===== config.mk =====
export PLATFORM = sky130hd
export DESIGN_NAME = spi_master_multi_flat
export DESIGN_NICKNAME = d
export VERILOG_FILES = /design/src/rtl/spi_master_multi_if.sv /design/src/rtl/spi_master_multi.sv /design/src/flat_wrapper.sv
export SDC_FILE = /design/constraint.sdc
export NUM_CORES = 1
export LEC_CHECK = 0
export CAP_MARGIN = 20
export CORE_MARGIN = 2
export CORE_UTILIZATION = 30
export CTS_CLUSTER_SIZE = 28
export DETAILED_ROUTE_END_ITERATION = 16
export SYNTH_ARGS = -nofsm -noshare
export SYNTH_HDL_FRONTEND = slang
export SYNTH_SLANG_ARGS = --single-unit

===== constraint.sdc =====
create_clock -name clk -period 2.5 [get_ports clk]
set_clock_uncertainty 0.05 [all_clocks]
set_input_delay 0.5 -clock clk [delete_from_list [all_inputs] [get_ports clk]]
set_output_delay 0.5 -clock clk [all_outputs]
set_load 0.02 [all_outputs]

===== src/rtl/spi_master_multi_if.sv =====
// Control and pin bundle for spi_master_multi.
// master is the SPI controller side; slave is the host/pin side.
interface spi_master_multi_if #(
    parameter int DATA_W = 8,
    parameter int NUM_CS = 4,
    parameter int DIV_W  = 8
);
    localparam int CS_W = (NUM_CS > 1) ? $clog2(NUM_CS) : 1;

    logic              start;
    logic [DATA_W-1:0] tx_data;
    logic [CS_W-1:0]   cs_sel;
    logic              cpol;
    logic              cpha;
    logic              lsb_first;
    logic [DIV_W-1:0]  clk_div;
    logic [DATA_W-1:0] rx_data;
    logic              busy;
    logic              done;
    logic              spi_sclk;
    logic              spi_mosi;
    logic              spi_miso;
    logic [NUM_CS-1:0] spi_cs_n;

    modport master (
        input  start, tx_data, cs_sel, cpol, cpha, lsb_first,
        input  clk_div, spi_miso,
        output rx_data, busy, done, spi_sclk, spi_mosi, spi_cs_n
    );

    modport slave (
        output start, tx_data, cs_sel, cpol, cpha, lsb_first,
        output clk_div, spi_miso,
        input  rx_data, busy, done, spi_sclk, spi_mosi, spi_cs_n
    );
endinterface


===== src/rtl/spi_master_multi.sv =====
// SPI master: runtime mode, bit order, SCLK divider and target select.
// All outputs come straight from registers.
module spi_master_multi #(
    parameter int DATA_W = 8,
    parameter int NUM_CS = 4,
    parameter int DIV_W  = 8
) (
    input logic                clk,
    input logic                rst,
    spi_master_multi_if.master bus
);
    localparam int BC_W = $clog2(2 * DATA_W) + 1;
    localparam logic [BC_W-1:0] LAST_T = BC_W'(2 * DATA_W - 1);

    typedef enum logic [1:0] {IDLE, SETUP, XFER, HOLD} state_t;

    state_t            state_q, state_d;
    logic [DIV_W-1:0]  cnt_q, cnt_d, div_q, div_d, div_in;
    logic [BC_W-1:0]   bit_q, bit_d;
    logic [DATA_W-1:0] tx_q, tx_d, rx_q, rx_d, rdata_q, rdata_d;
    logic [DATA_W-1:0] tx_shl, rx_shl, first_shl;
    logic              cpha_q, cpha_d, lsb_q, lsb_d;
    logic              sclk_q, sclk_d, mosi_q, mosi_d;
    logic              busy_q, busy_d, done_q, done_d;
    logic              tx_bit, first_bit;
    logic [NUM_CS-1:0] cs_q, cs_d, cs_dec;

    assign div_in    = (bus.clk_div == '0) ? DIV_W'(1) : bus.clk_div;
    assign first_bit = bus.lsb_first ? bus.tx_data[0]
                                     : bus.tx_data[DATA_W-1];
    assign first_shl = bus.lsb_first ? (bus.tx_data >> 1)
                                     : (bus.tx_data << 1);
    assign tx_bit    = lsb_q ? tx_q[0] : tx_q[DATA_W-1];
    assign tx_shl    = lsb_q ? (tx_q >> 1) : (tx_q << 1);
    assign rx_shl    = lsb_q ? {bus.spi_miso, rx_q[DATA_W-1:1]}
                             : {rx_q[DATA_W-2:0], bus.spi_miso};

    assign bus.spi_sclk = sclk_q;
    assign bus.spi_mosi = mosi_q;
    assign bus.spi_cs_n = cs_q;
    assign bus.rx_data  = rdata_q;
    assign bus.busy     = busy_q;
    assign bus.done     = done_q;

    always_ff @(posedge clk or posedge rst) begin
        if (rst) begin
            state_q <= IDLE;
            cnt_q   <= '0;
            div_q   <= DIV_W'(1);
            bit_q   <= '0;
            tx_q    <= '0;
            rx_q    <= '0;
            rdata_q <= '0;
            cpha_q  <= 1'b0;
            lsb_q   <= 1'b0;
            sclk_q  <= 1'b0;
            mosi_q  <= 1'b0;
            busy_q  <= 1'b0;
            done_q  <= 1'b0;
            cs_q    <= '1;
        end else begin
            state_q <= state_d;
            cnt_q   <= cnt_d;
            div_q   <= div_d;
            bit_q   <= bit_d;
            tx_q    <= tx_d;
            rx_q    <= rx_d;
            rdata_q <= rdata_d;
            cpha_q  <= cpha_d;
            lsb_q   <= lsb_d;
            sclk_q  <= sclk_d;
            mosi_q  <= mosi_d;
            busy_q  <= busy_d;
            done_q  <= done_d;
            cs_q    <= cs_d;
        end
    end

    always_comb begin
        state_d = state_q;
        cnt_d   = cnt_q;
        div_d   = div_q;
        bit_d   = bit_q;
        tx_d    = tx_q;
        rx_d    = rx_q;
        rdata_d = rdata_q;
        cpha_d  = cpha_q;
        lsb_d   = lsb_q;
        sclk_d  = sclk_q;
        mosi_d  = mosi_q;
        busy_d  = busy_q;
        done_d  = 1'b0;
        cs_d    = cs_q;
        // Out-of-range selects leave every line high.
        cs_dec  = '1;
        for (int i = 0; i < NUM_CS; i++)
            if (int'(bus.cs_sel) == i) cs_dec[i] = 1'b0;

        unique case (state_q)
            IDLE: begin
                sclk_d = bus.cpol;
                cs_d   = '1;
                busy_d = 1'b0;
                // The done cycle is still IDLE; a start there is dropped.
                if (bus.start && !done_q) begin
                    state_d = SETUP;
                    busy_d  = 1'b1;
                    cs_d    = cs_dec;
                    div_d   = div_in;
                    cnt_d   = div_in - 1'b1;
                    cpha_d  = bus.cpha;
                    lsb_d   = bus.lsb_first;
                    tx_d    = bus.tx_data;
                    if (!bus.cpha) begin
                        mosi_d = first_bit;
                        tx_d   = first_shl;
                    end
                end
            end
            SETUP: begin
                if (cnt_q == '0) begin
                    state_d = XFER;
                    cnt_d   = div_q - 1'b1;
                    bit_d   = '0;
                end else begin
                    cnt_d = cnt_q - 1'b1;
                end
            end
            XFER: begin
                if (cnt_q == '0) begin
                    sclk_d = ~sclk_q;
                    bit_d  = bit_q + 1'b1;
                    cnt_d  = div_q - 1'b1;
                    // bit_q even means this is an odd (leading) toggle.
                    if (bit_q[0] == cpha_q) begin
                        rx_d = rx_shl;
                    end else if (bit_q != LAST_T) begin
                        mosi_d = tx_bit;
                        tx_d   = tx_shl;
                    end
                    if (bit_q == LAST_T) state_d = HOLD;
                end else begin
                    cnt_d = cnt_q - 1'b1;
                end
            end
            HOLD: begin
                if (cnt_q == '0) begin
                    state_d = IDLE;
                    cs_d    = '1;
                    rdata_d = rx_q;
                    done_d  = 1'b1;
                end else begin
                    cnt_d = cnt_q - 1'b1;
                end
            end
            default: state_d = IDLE;
        endcase
    end
endmodule


===== src/flat_wrapper.sv =====
// flat-port wrapper written by rule: the top's interface ports become plain ports
module spi_master_multi_flat 
#(
    parameter int DATA_W = 8,
    parameter int NUM_CS = 4,
    parameter int DIV_W  = 8
)
  (clk, rst, bus_start, bus_tx_data, bus_cs_sel, bus_cpol, bus_cpha, bus_lsb_first, bus_clk_div, bus_spi_miso, bus_rx_data, bus_busy, bus_done, bus_spi_sclk, bus_spi_mosi, bus_spi_cs_n);
  spi_master_multi_if #(.DATA_W(DATA_W), .NUM_CS(NUM_CS), .DIV_W(DIV_W)) bus_i ();
  input logic clk;
  input logic rst;
  input wire logic [$bits(bus_i.start)-1:0] bus_start;
  input wire logic [$bits(bus_i.tx_data)-1:0] bus_tx_data;
  input wire logic [$bits(bus_i.cs_sel)-1:0] bus_cs_sel;
  input wire logic [$bits(bus_i.cpol)-1:0] bus_cpol;
  input wire logic [$bits(bus_i.cpha)-1:0] bus_cpha;
  input wire logic [$bits(bus_i.lsb_first)-1:0] bus_lsb_first;
  input wire logic [$bits(bus_i.clk_div)-1:0] bus_clk_div;
  input wire logic [$bits(bus_i.spi_miso)-1:0] bus_spi_miso;
  output wire logic [$bits(bus_i.rx_data)-1:0] bus_rx_data;
  output wire logic [$bits(bus_i.busy)-1:0] bus_busy;
  output wire logic [$bits(bus_i.done)-1:0] bus_done;
  output wire logic [$bits(bus_i.spi_sclk)-1:0] bus_spi_sclk;
  output wire logic [$bits(bus_i.spi_mosi)-1:0] bus_spi_mosi;
  output wire logic [$bits(bus_i.spi_cs_n)-1:0] bus_spi_cs_n;
  assign bus_i.start = bus_start;
  assign bus_i.tx_data = bus_tx_data;
  assign bus_i.cs_sel = bus_cs_sel;
  assign bus_i.cpol = bus_cpol;
  assign bus_i.cpha = bus_cpha;
  assign bus_i.lsb_first = bus_lsb_first;
  assign bus_i.clk_div = bus_clk_div;
  assign bus_i.spi_miso = bus_spi_miso;
  assign bus_rx_data = bus_i.rx_data;
  assign bus_busy = bus_i.busy;
  assign bus_done = bus_i.done;
  assign bus_spi_sclk = bus_i.spi_sclk;
  assign bus_spi_mosi = bus_i.spi_mosi;
  assign bus_spi_cs_n = bus_i.spi_cs_n;
  spi_master_multi #(.DATA_W(DATA_W), .NUM_CS(NUM_CS), .DIV_W(DIV_W)) u_core (.clk(clk), .rst(rst), .bus(bus_i));
endmodule

# Yosys cells after proc, flatten, opt, wreduce, memory -nomap -nowiden
# Index checks and enable logic that the tools add are counted.
totals:
  word_cells: 100
  inputBits: 25
  regBits: 57
  output_inout_bits: 16
classes:
  bitwise_logic: 1
  mux: 43
  reduce_logical: 20
  n_addsub: 4
  n_eq_ne: 18
ops:
  columns: ["cell", "count"]
  rows:
  - ["$mux 8", 12]
  - ["$pmux 8 s3", 1]
  - ["$sub 8x1->8 const B", 3]
  - ["$logic_not 8->1", 2]
  - ["$pmux 8 s2", 1]
  - ["$mux 1", 15]
  - ["$ne 2x1->1 const B", 6]
  - ["$mux 2", 5]
  - ["$mux 5", 2]
  - ["$pmux 5 s2", 1]
  - ["$reduce_and 2->1", 5]
  - ["$reduce_and 5->1", 2]
  - ["$eq 2x2->1 const B", 4]
  - ["$mux 4", 2]
  - ["$pmux 2 s4", 1]
  - ["$pmux 4 s2", 1]
  - ["$ne 2x2->1 const B", 3]
  - ["$reduce_and 3->1", 2]
  - ["$reduce_and 6->1", 1]
  - ["$reduce_bool 2->1", 3]
  - ["$add 5x1->5 const B", 1]
  - ["$eq 5x4->1 const B", 1]
  - ["$ne 5x4->1 const B", 1]
  - ["$eq 2x1->1 const B", 2]
  - ["other kinds (7)", 9]

# Logic depth before layout (Yosys ltp)
depth:
  ltp_word: 5
  depth_mapped: 9
  mapped_depth_nobuf: 9

# Worst setup path before layout
# Ideal clock, no wire load.
synth_path:
  kind: "input -> register"
  start: "input bus_clk_div[1]"
  end: "register u_core.cnt_q[4]"
  stages: 8
  arrival_ns: 1.917
  path_buffers: 0
  t_required_ns: 2.334
  setup_slack_ns: 0.417
  path_cell_list: "or4_1 nor2_1 nor2_1 ha_1 nand2b_1 nor2_1 xnor2_1 o311ai_0"
synth_between:
  elab_chain_len: 5
synth_rtl:
  columns: ["item", "line_no", "rtl"]
  rows:
  - ["start, declared", "flat_wrapper.sv:18", "input wire logic [$bits(bus_i.clk_div)-1:0] bus_clk_div;"]
  - ["$logic_not 8->1", "spi_master_multi.sv:28", "assign div_in = (bus.clk_div == '0) ? DIV_W'(1) : bus.clk_div;"]
  - ["$mux 8 (*)", "spi_master_multi.sv:28", null]
  - ["$sub 8x1->8 (*)", "spi_master_multi.sv:110", "cnt_d = div_in - 1'b1;"]
  - ["$mux 8 (*)", "spi_master_multi.sv:105", "if (bus.start && !done_q) begin"]
  - ["$pmux 8 s3 (*)", "spi_master_multi.sv:99", "unique case (state_q)"]
  - ["end signal, assigned", "spi_master_multi.sv:63", "cnt_q <= cnt_d;"]
  - ["end, declared", "spi_master_multi.sv:18", "logic [DIV_W-1:0] cnt_q, cnt_d, div_q, div_d, div_in;"]
# Every way passes the cells marked *; elsewhere a longest branch is shown, timed or not. The select of a mux whose other input is x is not followed.
# A chain may end at the register's enable or synchronous reset.

# Final worst setup path
# Same ends and word-level chain as after synthesis.

==> results.toml <==
[logic_synthesis]
synthTopCellsByArea = "sky130_fd_sc_hd__dfrtp_1 38%, sky130_fd_sc_hd__mux2_2 7.2%, sky130_fd_sc_hd__mux2i_1 6.4%"
netlist_instances = 363
synth_commonest_cells = "53 x sky130_fd_sc_hd__nand2_1, 52 x sky130_fd_sc_hd__dfrtp_1, 24 x sky130_fd_sc_hd__nor2_1, 24 x sky130_fd_sc_hd__o21ai_0"
synth_warnings = 0
yosysSeqAreaShare_pct = 41.9
count_of_flip_flops_with_a_built_in_enable_after_synthesis = 0
synth_seq_cells = 57
synth.cell_area_um2 = 3420
synth_ff_type = "sky130_fd_sc_hd__dfrtp_1"
synth_most_common_cell = "sky130_fd_sc_hd__nand2_1"
asyncSetResetFlopFracSynth_pct = 100
synth_cell_type_count = 56
syn_avg_cell_area_um2 = 9.43
yosys.area.top_type = "sky130_fd_sc_hd__dfrtp_1"
synth_fp_nets = 398
synth_top_cell_area_share_pct = 38.0

[floorplan]
floorplan.initialDensity_pct = 30.4
dieHeight_um = 111
placementRows = 39
boundaryPins = 41
die_area_um2 = 12300
die_width_um = 111
core-area_um2 = 11300

[cts]
tritoncts.num_buffers = 9
clk_transition_reported_paths_ns = 0.05
cts_post_setup_buffers_inserted = 0
root_buffer = "sky130_fd_sc_hd__clkbuf_16"
cts_resized = 0
cts_tree = "done"
htreeDepth = 3
post_cts_hold_buffer_count = 0
clk_latency_ns = 0.33
clkSinkCount = 57
cts.path.max_buffers = 2

[critical_path]
path_class = "primary input to register"
critPathLaunchType = "primary input"
cp-end-kind = "register"
reg2reg_depth = 8
r2r-start = "u_core.cnt_q[0]$_DFFE_PP0P_"
worst_ep_arrival_time_ns = 2.44
rrSetupSlack_ns = 0.25
worst_r2r_end = "u_core.tx_q[5]$_DFFE_PP0P_"
worst-endpoint-required_ns = 2.67
worst-path-max-fanout = 2

[grt]
vias_in_the_first_global_route = 2785
leftover_overflow_at_the_end_of_global_routing = 0
grt_antenna_before_repair = 0
wire_length_of_the_first_global_routing_pass_mm = 13.6
grt_start_max_net_pins = 26
aggregate_global_route_resource_usage_pct = 13.5

[route]
wl_per_cell_um = 14.0
drt_wl_total_mm = 7.93
drtIter0Drc = 159
detail_route.first_pass.iterations = 4
antenna_violating_nets_post_route = 0
via_per_inst = 4.99
dr_total_vias = 2831
remaining_drc_errors = 0

[timing]
grt_setup_unrepaired = "false"
hold_viol_final = 0
fin_max_slew_vios = 0
clock.fmax_mhz = 439
period_needed_ns = 2.28
final_report_setup_violation_count = 0
slew_headroom_pct = 41.8
worst-slew-pin-transition_ns = 0.873
final.period_utilization_pct = 91.1

[pwr]
p_int_mw = 3.26
net-switching-power_mw = 1.97
power_switching_share_pct = 37.6
areal_power_density_over_the_cells_nw_per_um2 = 1190
maximum_vdd_drop_v = 0.000501
finalPower_mw = 5.23
power.combinational.fraction_pct = 43.5
power.share.clock_pct = 24.3
cellLeakagePower_nw = 1.90
seq_power_share_pct = 32.1

[layout]
drive_above_1_share_pct = 19.3
n_antenna_cell = 0
synthToLayoutAreaGrowth_pct = 28.9
area.sequential_um2 = 1430
final_net_count = 454
multi_input_logic_area_um2 = 1830
fill_cells = 1096
finalCoreUtilization_pct = 39.1

[placed_design]
buffer_ports.inserted = 40
gp_congestion = 0.833
hpwlAfterDp_mm = 5.81

[hold_path]
worst_hold_path.endpoint = "u_core.bus.rx_data[4]$_DFFE_PP0P_"
holdCritPathClass = "register to register"
timing.hold.worst_path_depth = 2
worst_hold_startpoint = "u_core.bus.rx_data[4]$_DFFE_PP0P_"

[outcome]
run_status = "finished, final reports clean"

[flow_run]
maximum_capacitance_violations = 0
-- registers in the layout (all words and copies together) (netlist names), 2 cells and up --
name	flops
u_core.bit_q	5
u_core.div_q	8
u_core.rx_q	8
u_core.bus.spi_cs_n	4
u_core.state_q	2
u_core.tx_q	8
u_core.bus.rx_data	8
u_core.cnt_q	8
-- final cells by class --
class                      count  area share, %
inverter                      17           1.45
tap                          143           4.06
clock buffer                  12           6.04
clock inverter                 4           1.13
timing repair buffer          64           13.4
multi-input combinational    270           41.4
sequential                    57           32.5
-- per-stage QoR --
| step | cell area, um2 | worst slack (ns) | hold WS [ns] | std cells | setup TNS [ns] |
|---|---|---|---|---|---|
| after floorplan | 3420 | 0.417 | 0.400 | 363 | 0 |
| after global placement | 4100 | -0.0521 | 0.412 | 551 | -0.0960 |
| after detailed placement | 4100 | -0.123 | 0.416 | 551 | -0.261 |
| after CTS | 4410 | 0.218 | 0.430 | 567 | 0 |
| after global routing | 4410 | 0.0494 | 0.459 | 567 | 0 |
| final | 4410 | 0.223 | 0.424 | 567 | 0 |
-- power by group through the flow --
| stage | combinational [mW] | sequential (mW) | clock (mW) |
|---|---|---|---|
| after floorplan | 1.73 | 1.61 | 0 |
| after global placement | 2.23 | 1.68 | 0 |
| after detailed placement | 2.26 | 1.70 | 0 |
| after CTS | 2.27 | 1.68 | 1.29 |
| after global routing | 2.52 | 1.75 | 1.35 |
| final | 2.28 | 1.68 | 1.27 |
-- per-layer routing --
metal  global-route usage, %  vias up  wire length, um  share of wire, %
met3                    3.39       14              363               4.6
met1                    18.2     1343             3760                47
met4                    4.42        0              134               1.7
li1                        -     1411                -                 -
met5                       0        -                0                 0
met2                    21.3       63             3670                46
-- worst max-delay path: stages --
cell and delay, ns:
sky130_fd_sc_hd__clkdlybuf4s50_1 0.42, sky130_fd_sc_hd__or4_1 0.56, sky130_fd_sc_hd__nor2_1 0.15, sky130_fd_sc_hd__nor2_1 0.08, sky130_fd_sc_hd__ha_1 0.22, sky130_fd_sc_hd__nand2b_1 0.09, sky130_fd_sc_hd__nor2_1 0.05, sky130_fd_sc_hd__xnor2_1 0.11
sky130_fd_sc_hd__o311ai_0 0.25
-- logic make-up (layout without fill, tap and decap cells) --
| logic type | Yosys count | count (layout) | synth area share (%) |
|---|---|---|---|
| compound gates | 81 | 81 | 15.4 |
| mux | 44 | 44 | 13.7 |
| fa+ha+maj | 10 | 10 | 3.66 |
| flops | 57 | 57 | 41.9 |
| simple gates | 125 | 125 | 18.1 |
| buf+inv | 36 | 97 | 4.75 |
| xor+xnor | 10 | 10 | 2.56 |
-- how the worst max path moves through the flow --
stage,cells after the start,slack (ns),endpoint,from
floorplan,8,0.42,u_core.cnt_q[4]$_DFFE_PP0P_,bus_clk_div[1]
global placement,9,-0.05,u_core.cnt_q[4]$_DFFE_PP0P_,bus_clk_div[1]
detailed placement,9,-0.12,u_core.cnt_q[4]$_DFFE_PP0P_,bus_clk_div[1]
CTS,9,0.22,u_core.cnt_q[4]$_DFFE_PP0P_,bus_clk_div[1]
global route,9,0.05,u_core.cnt_q[4]$_DFFE_PP0P_,bus_clk_div[2]
finish,9,0.22,u_core.cnt_q[4]$_DFFE_PP0P_,bus_clk_div[1]
-- cells in the final DEF, fill, tap and decap left out, types with 4 or more instances in the layout --
| cell | count |
|---|---|
| sky130_fd_sc_hd__clkbuf_16 | 9 |
| sky130_fd_sc_hd__nand3_1 | 10 |
| sky130_fd_sc_hd__clkdlybuf4s50_1 | 40 |
| sky130_fd_sc_hd__dfrtp_1 | 52 |
| sky130_fd_sc_hd__a211oi_1 | 8 |
| sky130_fd_sc_hd__nor2_1 | 24 |
| sky130_fd_sc_hd__dfstp_2 | 5 |
| sky130_fd_sc_hd__nand2_1 | 53 |
| sky130_fd_sc_hd__mux2i_1 | 22 |
| sky130_fd_sc_hd__o21ai_0 | 24 |
| sky130_fd_sc_hd__inv_1 | 16 |
| sky130_fd_sc_hd__mux2_2 | 22 |
| sky130_fd_sc_hd__ha_1 | 10 |
| sky130_fd_sc_hd__or3_1 | 4 |
| sky130_fd_sc_hd__buf_4 | 23 |
| sky130_fd_sc_hd__a21oi_1 | 21 |
| sky130_fd_sc_hd__xnor2_1 | 7 |
| sky130_fd_sc_hd__nor3_1 | 9 |
(Power assumes the default switching activity.)
